[src/rtl/vstructs_pkg.sv]
// Shared vector-writeback types: FIFO entry layout, SEW limit and write-source select.
package vstructs;

    localparam int VS_DATA_WIDTH = 64;
    localparam logic [2:0] SEW_MAX = 3'd3;

    typedef struct packed {
        logic [4:0]               dest;
        logic [VS_DATA_WIDTH-1:0] data;
    } wb_entry_t;

    typedef enum logic [1:0] {
        SEL_NONE = 2'd0,
        SEL_LD   = 2'd1,
        SEL_FIFO = 2'd2,
        SEL_EX   = 2'd3
    } wb_sel_t;

    function automatic logic sew_legal(input logic [2:0] sew);
        return (sew <= SEW_MAX);
    endfunction

endpackage

[src/rtl/vwb_fifo.sv]
// Exec-result holding FIFO; a push into a full FIFO is accepted only alongside a pop.
module vwb_fifo
    import vstructs::*;
#(
    parameter int DEPTH = 4
) (
    input  logic                     clk,
    input  logic                     rst,
    input  logic                     push,
    input  logic                     pop,
    input  wb_entry_t                din,
    output wb_entry_t                dout,
    output logic                     full,
    output logic                     empty,
    output logic [$clog2(DEPTH):0]   count
);
    localparam int AW = $clog2(DEPTH);
    localparam int CW = AW + 1;

    wb_entry_t         mem_r [DEPTH];
    logic [AW-1:0]     wr_ptr_r;
    logic [AW-1:0]     rd_ptr_r;
    logic [CW-1:0]     count_r;
    logic              push_ok_s;
    logic              pop_ok_s;

    assign full      = (count_r == CW'(DEPTH));
    assign empty     = (count_r == CW'(0));
    assign count     = count_r;
    assign dout      = mem_r[rd_ptr_r];
    assign pop_ok_s  = pop && !empty;
    assign push_ok_s = push && (!full || pop_ok_s);

    // Entry storage; pointers wrap naturally since DEPTH is a power of two.
    always_ff @(posedge clk) begin
        if (push_ok_s) begin
            mem_r[wr_ptr_r] <= din;
        end
    end

    // Pointer and occupancy bookkeeping.
    always_ff @(posedge clk or posedge rst) begin
        if (rst) begin
            wr_ptr_r <= AW'(0);
            rd_ptr_r <= AW'(0);
            count_r  <= CW'(0);
        end else begin
            if (push_ok_s) wr_ptr_r <= wr_ptr_r + AW'(1);
            if (pop_ok_s)  rd_ptr_r <= rd_ptr_r + AW'(1);
            case ({push_ok_s, pop_ok_s})
                2'b10:   count_r <= count_r + CW'(1);
                2'b01:   count_r <= count_r - CW'(1);
                default: count_r <= count_r;
            endcase
        end
    end

endmodule

[src/rtl/vwb.sv]
// Vector writeback: arbitrates load data, queued exec results and direct exec results onto one RF write port.
module vwb
    import vstructs::*;
#(
    parameter int DATA_WIDTH = 64,
    parameter int FIFO_DEPTH = 4
) (
    input  logic                    clk,
    input  logic                    rst,
    input  logic                    ex_valid,
    input  logic [4:0]              ex_dest,
    input  logic [DATA_WIDTH-1:0]   ex_result,
    input  logic                    ex_masked,
    input  logic [DATA_WIDTH-1:0]   ex_old,
    input  logic [2:0]              ex_sew,
    input  logic                    ld_wait,
    input  logic [4:0]              ld_wait_dest,
    input  logic                    ld_valid,
    input  logic [4:0]              ld_dest,
    input  logic [DATA_WIDTH-1:0]   ld_data,
    input  logic [DATA_WIDTH/8-1:0] ld_be,
    output logic                    rf_we,
    output logic [4:0]              rf_addr,
    output logic [DATA_WIDTH-1:0]   rf_data,
    output logic [DATA_WIDTH/8-1:0] rf_be,
    output logic                    almost_full,
    output logic                    err_overflow,
    output logic                    err_sew
);
    localparam int BE_W = DATA_WIDTH / 8;
    localparam int CW   = $clog2(FIFO_DEPTH) + 1;

    wb_entry_t             head_s;
    wb_entry_t             din_s;
    logic                  full_s;
    logic                  empty_s;
    logic [CW-1:0]         count_s;
    wb_sel_t               sel_s;
    logic                  ex_legal_s;
    logic [DATA_WIDTH-1:0] ex_data_s;
    logic                  push_s;
    logic                  pop_s;
    logic                  ovf_s;
    logic [CW-1:0]         cnt_next_s;
    logic [4:0]            wr_addr_s;
    logic [DATA_WIDTH-1:0] wr_data_s;
    logic [BE_W-1:0]       wr_be_s;

    vwb_fifo #(.DEPTH(FIFO_DEPTH)) u_fifo (
        .clk   (clk),
        .rst   (rst),
        .push  (push_s),
        .pop   (pop_s),
        .din   (din_s),
        .dout  (head_s),
        .full  (full_s),
        .empty (empty_s),
        .count (count_s)
    );

    // Write-source selection: load, then FIFO head, then direct exec (only when nothing is queued).
    always_comb begin
        ex_legal_s   = ex_valid && sew_legal(ex_sew);
        ex_data_s    = ex_masked ? ex_old : ex_result;
        din_s.dest   = ex_dest;
        din_s.data   = VS_DATA_WIDTH'(ex_data_s);
        sel_s        = SEL_NONE;
        if (ld_valid) begin
            sel_s = SEL_LD;
        end else if (!empty_s && !(ld_wait && (head_s.dest == ld_wait_dest))) begin
            sel_s = SEL_FIFO;
        end else if (ex_legal_s && empty_s && !(ld_wait && (ex_dest == ld_wait_dest))) begin
            sel_s = SEL_EX;
        end else begin
            sel_s = SEL_NONE;
        end
        push_s     = ex_legal_s && (sel_s != SEL_EX);
        pop_s      = (sel_s == SEL_FIFO);
        ovf_s      = push_s && full_s && !pop_s;
        cnt_next_s = count_s + CW'(push_s && !ovf_s) - CW'(pop_s);
        case (sel_s)
            SEL_LD: begin
                wr_addr_s = ld_dest;
                wr_data_s = ld_data;
                wr_be_s   = ld_be;
            end
            SEL_FIFO: begin
                wr_addr_s = head_s.dest;
                wr_data_s = DATA_WIDTH'(head_s.data);
                wr_be_s   = {BE_W{1'b1}};
            end
            SEL_EX: begin
                wr_addr_s = ex_dest;
                wr_data_s = ex_data_s;
                wr_be_s   = {BE_W{1'b1}};
            end
            default: begin
                wr_addr_s = rf_addr;
                wr_data_s = rf_data;
                wr_be_s   = rf_be;
            end
        endcase
    end

    // RF port and status registers; address/data/enables hold on idle cycles.
    always_ff @(posedge clk or posedge rst) begin
        if (rst) begin
            rf_we        <= 1'b0;
            rf_addr      <= 5'd0;
            rf_data      <= {DATA_WIDTH{1'b0}};
            rf_be        <= {BE_W{1'b0}};
            almost_full  <= 1'b0;
            err_overflow <= 1'b0;
            err_sew      <= 1'b0;
        end else begin
            rf_we        <= (sel_s != SEL_NONE);
            rf_addr      <= wr_addr_s;
            rf_data      <= wr_data_s;
            rf_be        <= wr_be_s;
            almost_full  <= (cnt_next_s >= CW'(FIFO_DEPTH - 1));
            err_overflow <= err_overflow || ovf_s;
            err_sew      <= err_sew || (ex_valid && !sew_legal(ex_sew));
        end
    end

endmodule

[config.mk]
export PLATFORM = sky130hd
export DESIGN_NAME = vwb
export DESIGN_NICKNAME = d
export VERILOG_FILES = /design/src/rtl/vstructs_pkg.sv /design/src/rtl/vwb_fifo.sv /design/src/rtl/vwb.sv
export SDC_FILE = /design/constraint.sdc
export NUM_CORES = 1
export LEC_CHECK = 0
export CAP_MARGIN = 20
export CORE_MARGIN = 2
export CORE_UTILIZATION = 50
export DETAILED_ROUTE_END_ITERATION = 10
export DONT_BUFFER_PORTS = 1
export PLACE_DENSITY = 0.62
export SLEW_MARGIN = 40
export SYNTH_ARGS = -nofsm -noshare
export SYNTH_HDL_FRONTEND = slang
export SYNTH_SLANG_ARGS = --single-unit
export TNS_END_PERCENT = 100
[constraint.sdc]
create_clock -name clk -period 5.03 [get_ports clk]
set_input_delay 1.006 -clock clk [delete_from_list [all_inputs] [get_ports clk]]
set_output_delay 1.006 -clock clk [all_outputs]
set_load 0.01 [all_outputs]
==> flow_summary.toml, run 1 <==
[floorplanning]
design.core.area_sq_um = 31400
die_y_um = 182
num_rows = 65
ioPinCount = 305
dieWidth_um = 182
design.die.area_sq_um = 33100
initial_core_util_pct = 50.5

[hold_path]
hold_path_class = "input port to asynchronous set/reset pin"

[cts]
cts-hold-fix-buffers = 0
postCtsResizedCells = 0
cts_tree = "yes"
cts_sinks = 364
cts.htree.levels = 2
clk_pin_slew_ns = 0.06
ctsRootBufferMaster = "clkbuf_16"
clk_latency_ns = 0.53
cts-buffers-inserted = 39
clockBufferDepth = 3
postCtsSetupRepairBufs = 0

[logic_synthesis]
avgSynthCellArea_sq_um = 16.0
async_flop_share_pct = 24.2
syn_nets = 1225
netlist.area_leader.share_pct = 52.3
synth-seq-cells = 364
synth_area_leaders = "edfxtp_1, dfrtp_1, mux4_2"
syn-instance-count = 993
synth_cell_types = 37
synth_ff_type = "edfxtp_1"
synth_area_sq_um = 15900
ys_seq_area_share_pct = 66.2
synth_edf_count = 276
yosysWarningCount = 0
synth_largest_area_cell = "edfxtp_1"

[layout]
mostFrequentLayoutCell = "edfxtp_1"
syn_to_final_growth_pct = 11.1
finalNetCount = 1220
antenna_cells = 0
layout-drive-gt1-share_pct = 28.6
layout_common_cells = "edfxtp_1, nand2_1, mux2_2, inv_1, dfrtp_1"
fin_cells = 1420

[worst_setup_path]
worstSetupStartpoint = "u_fifo.rd_ptr_r[0]$_DFFE_PP0P_"
cp_slowest_cell = "dfrtp_4"
required_ns = 5.24
worstPathMaxFanout = 31
critPathMaxStageDelay_ns = 0.84
setup.worst_path.end_class = "register"
critPathLaunchType = "register"
crit_arrival_ns = 4.03
criticalPathCategory = "register to register"
reg2reg_from = "u_fifo.rd_ptr_r[0]$_DFFE_PP0P_"
path_cells = "mux4_2 -> xnor2_1 -> nand4_1 -> o21bai_1 -> a21oi_1 -> and2_4 -> buf_4"

[power_and_ir_drop]
finalPower_mw = 9.43
p_per_area_nw_per_um2 = 536
ir_worst_vdd_mv = 0.261
p_leak_nw = 6.26

[sta]
setup_tns_ns = 0
rsz0062_at_grt = "false"
finalHoldViolCount = 0
slew_viol_final = 0
timing.final.crit_period_ns = 3.82
worst_pin_slew_ns = 0.741
fin_skew_ns = 0.0208
fin_crit_sh_pct = 75.9
final-setup-viol-count = 0
relSlewSlack_pct = 50.6
max_freq_mhz = 262

[detailed_routing]
dr.pass1.iters = 6
vias_per_cell = 5.93
drc = 0
routed_wl_um = 33100
dr.first_iter.drc_count = 564
vias = 8423
drtAntennaViolNets = 0
wl_per_cell_um = 23.3

[global_routing]
antenna_found_initial = 0
grtUsageTotal_pct = 20.0
grt_pass1_vias = 8600
grt_pass1_wl_um = 51000
overflow = 0
grt_max_degree = 151

[placed_design]
dp_cells = 1349
dp_hpwl_um = 19700
port-buffer-count = 0
gp_congestion = 0.742

[run_status]
status = "completed"

[flow_run]
maxCapViolations = 0
[routing by layer]
layer / part of all wire (%) / global-route usage (%) / up-vias
met5: 0 / 0 / -
met4: 1.3 / 4.48 / 0
met3: 4.9 / 3.25 / 32
met2: 50 / 33.7 / 251
met1: 44 / 27.7 / 4376
li1: - / - / 3764
[layout make-up]
type	instances	area (sq um)
fill	2494	13800
sequential	364	10500
multi-input combinational	480	4790
clock buffer	52	1060
tap	402	503
inverter	87	332
clock inverter	19	235
timing repair buffer	16	181
[cell usage after synthesis, types with 5 or more instances]
cell,number
inv_1,87
buf_2,15
xnor2_1,11
edfxtp_1,276
ha_1,6
buf_4,5
nor2_1,6
mux4_2,69
o221ai_1,69
mux2_2,134
buf_1,7
a2bb2oi_1,8
xor2_1,5
nand2_1,142
clkbuf_1,32
and2_1,5
dfrtp_1,88
[worst paths after layout]
| kind | endpoint | slack, ns | depth (start not counted) |
|---|---|---|---|
| worst max-delay path | u_fifo.mem_r[1][34]$_DFFE_PP_ | 1.21 | 7 |
| worst min-delay path | rf_data[11]$_DFFE_PP0P_ | 0.43 | 1 |
| worst max register to register | u_fifo.mem_r[1][34]$_DFFE_PP_ | 1.21 | 7 |
| max in group asynchronous | u_fifo.count[2]$_DFFE_PP0P_ | 3.64 | 2 |
| worst min register to register | err_sew$_DFF_PP0_ | 0.54 | 1 |
| min in group clk | err_sew$_DFF_PP0_ | 0.54 | 1 |
[registers in the layout (all words and copies together), names as in the netlist]
| name | flops |
|---|---|
| rf_data | 64 |
| u_fifo.count | 3 |
| rf_addr | 5 |
| err_overflow | 1 |
| err_sew | 1 |
| u_fifo.rd_ptr_r | 2 |
| u_fifo.wr_ptr_r | 2 |
| rf_we | 1 |
| u_fifo.mem_r | 276 |
| almost_full | 1 |
| rf_be | 8 |
[metrics by stage]
step	area [sq um]	hold WS (ns)	util [%]	worst slack, ns
final	17600	0.429	56.1	1.21
after global routing	17600	0.448	56.1	0.942
after CTS	17600	0.441	56.1	1.14
after detailed placement	16300	0.530	51.9	0.758
after global placement	16300	0.507	51.9	0.806
after floorplan	15900	0.493	-	0.611
[where the power goes]
group / internal [mW] / switching (mW) / total [mW] / leakage, nW
sequential: 3.83 / 0.547 / 4.37 / 3.54
combinational: 1.12 / 1.04 / 2.16 / 2.08
clock: 1.75 / 1.14 / 2.89 / 0.641
[logic make-up after synthesis]
group | count (synthesis) | share of synthesized area (%)
mux | 205 | 19.5
simple gates | 163 | 4.08
compound gates | 88 | 4.77
fa+ha+maj | 8 | 0.726
flops | 364 | 66.2
buf+inv | 149 | 3.91
xor+xnor | 16 | 0.884
[critical path: cells and delay by family (launching register included)]
kind / cells / cell delay [ns]
AO/OA/AOI/OAI: 2 / 0.72
buffers and inverters: 1 / 0.35
flip-flops: 1 / 0.84
multiplexers: 1 / 0.62
XOR/XNOR: 1 / 0.14
AND/OR/NAND/NOR: 2 / 0.79
Note: power is estimated with default switching activity, not from simulation.
==> inputs of run 2 (changes only) <==
PLACE_DENSITY = 0.65   (was 0.62)
clock period = 3.4 ns   (was 5.03 ns; I/O delays follow)
==> flow_summary.toml, run 2 (synthesized netlist as in run 1, its figures left out) <==
[run_status]
status = "completed"

[placed_design]
place_ws_ns = 0.203
postPlaceCellArea_sq_um = 16500
port-buffer-count = 0
dp_hpwl_um = 19800
gp_congestion = 0.745
dp_cells = 1358

[cts]
cts.htree.levels = 2
cts-buffers-inserted = 39
clockBufferDepth = 3
postCtsSetupRepairBufs = 0
clk_pin_slew_ns = 0.06
cts-hold-fix-buffers = 0
cts_sinks = 364
clk_latency_ns = 0.52
ctsRootBufferMaster = "clkbuf_16"
cts_tree = "yes"
postCtsResizedCells = 0

[worst_setup_path]
critPathLaunchType = "register"
criticalPathCategory = "register to register"
worstPathMaxFanout = 7
required_ns = 3.80
crit_arrival_ns = 3.56
setup.worst_path.end_class = "register"

[global_routing]
grtUsageTotal_pct = 19.8
grt_max_degree = 151
grt_pass1_vias = 8845
antenna_found_initial = 1
grt_pass1_wl_um = 50800
overflow = 0

[floorplanning]
initial_core_util_pct = 50.5
num_rows = 65
design.die.area_sq_um = 33100
ioPinCount = 305
design.core.area_sq_um = 31400
die_y_um = 182
dieWidth_um = 182

[hold_path]
hold_path_class = "input port to asynchronous set/reset pin"

[sta]
rsz0062_at_grt = "false"
finalHoldViolCount = 0
setup_tns_ns = 0
worst_pin_slew_ns = 0.670
setup_slack_ns = 0.237
relSlewSlack_pct = 55.3
timing.final.crit_period_ns = 3.16
fin_skew_ns = 0.0170
slew_viol_final = 0
fin_crit_sh_pct = 93.0
final-setup-viol-count = 0
max_freq_mhz = 316

[power_and_ir_drop]
p_per_area_nw_per_um2 = 796
p_sw_share_pct = 28.2
pwr-share-seq_pct = 44.5
ir_worst_vdd_mv = 0.435
p_comb_share_pct = 24.2
clkPwrFrac_pct = 31.3
p_leak_nw = 6.38
p_sw_mw = 4.01
p_int_mw = 10.2

[layout]
final_core_util_pct = 56.9
layout_common_cells = "edfxtp_1, nand2_1, mux2_2, inv_1, dfrtp_1"
finalNetCount = 1230
layout-drive-gt1-share_pct = 29.3
design_area_sq_um = 17900
fin_cells = 1429
syn_to_final_growth_pct = 12.7
largest_register_ffs = 276
top_register = "u_fifo.mem_r"
mostFrequentLayoutCell = "edfxtp_1"
largestRegisters = "u_fifo.mem_r x276, rf_data x64, rf_be x8"

[detailed_routing]
drc = 0
drtAntennaViolNets = 0
wl_per_cell_um = 22.9
routed_wl_um = 32700
vias_per_cell = 5.95
dr.first_iter.drc_count = 483
vias = 8508
dr.pass1.iters = 4

[flow_run]
maxCapViolations = 0
run 2: cell count changes in the layout (fill, tap and decap cells not counted), sizes merged:
cell	previous run	this run
inv	91	88
diode	0	1
clkbuf	52	53
buf	16	26
clkinv	10	8
bufinv	5	7
run 2: layout make-up:
class	instances	area, sq um
diodes	1	2.50
clock buffers	53	1100
clock inverters	16	258
fillers	2465	13500
inverters	87	332
multi-input cells	480	4790
flip-flops and latches	364	10500
well taps	402	503
repair buffers	26	373
run 2: worst paths after layout:
kind                            cells past startpoint                            from  slack (ns)                            end
worst max-delay path                               12  u_fifo.rd_ptr_r[0]$_DFFE_PP0P_        0.24          almost_full$_DFF_PP0_
worst min-delay path                                1                             rst        0.10        rf_data[10]$_DFFE_PP0P_
worst max register to register                     12  u_fifo.rd_ptr_r[0]$_DFFE_PP0P_        0.24          almost_full$_DFF_PP0_
worst min register to register                      1               err_sew$_DFF_PP0_        0.52              err_sew$_DFF_PP0_
max in group asynchronous                           2                             rst        2.66        rf_data[42]$_DFFE_PP0P_
min in group clk                                    0                      ex_dest[3]        0.27  u_fifo.mem_r[2][67]$_DFFE_PP_
run 2: power by group through the flow:
stage	clock [mW]	combinational (mW)	sequential (mW)
final	4.45	3.44	6.33
after global routing	4.74	3.78	6.40
after CTS	4.57	3.52	6.34
after detailed placement	0	3.51	6.42
after global placement	0	3.46	6.40
after floorplan	0	2.77	6.21
run 2: through the flow:
| step | total power, mW | hold WS [ns] |
|---|---|---|
| 2_1_floorplan | 8.98 | 0.493 |
| 3_3_place_gp | 9.86 | 0.505 |
| 3_5_place_dp | 9.93 | 0.511 |
| 4_1_cts | 14.4 | 0.204 |
| 5_1_grt | 14.9 | 0.121 |
| 6_report | 14.2 | 0.102 |
run 2: routing by layer:
metal	share of wire [%]	routed length [um]	vias up	global-route usage (%)
met4	2.0	655	0	5.65
met3	5.0	1650	48	3.43
met1	43	14000	4453	26.8
met2	50	16400	231	33.4
li1	-	-	3776	-
met5	0	0	-	0
run 2: critical path: stages, from the launching register on:
cell     delay (ns)
dfrtp_4        0.50
mux4_2         0.56
xnor2_1        0.16
nand4_1        0.22
o21ai_4        0.24
inv_1          0.08
ha_1           0.27
inv_1          0.04
ha_1           0.20
fa_1           0.39
xnor2_1        0.18
xnor2_1        0.14
nand2_1        0.07
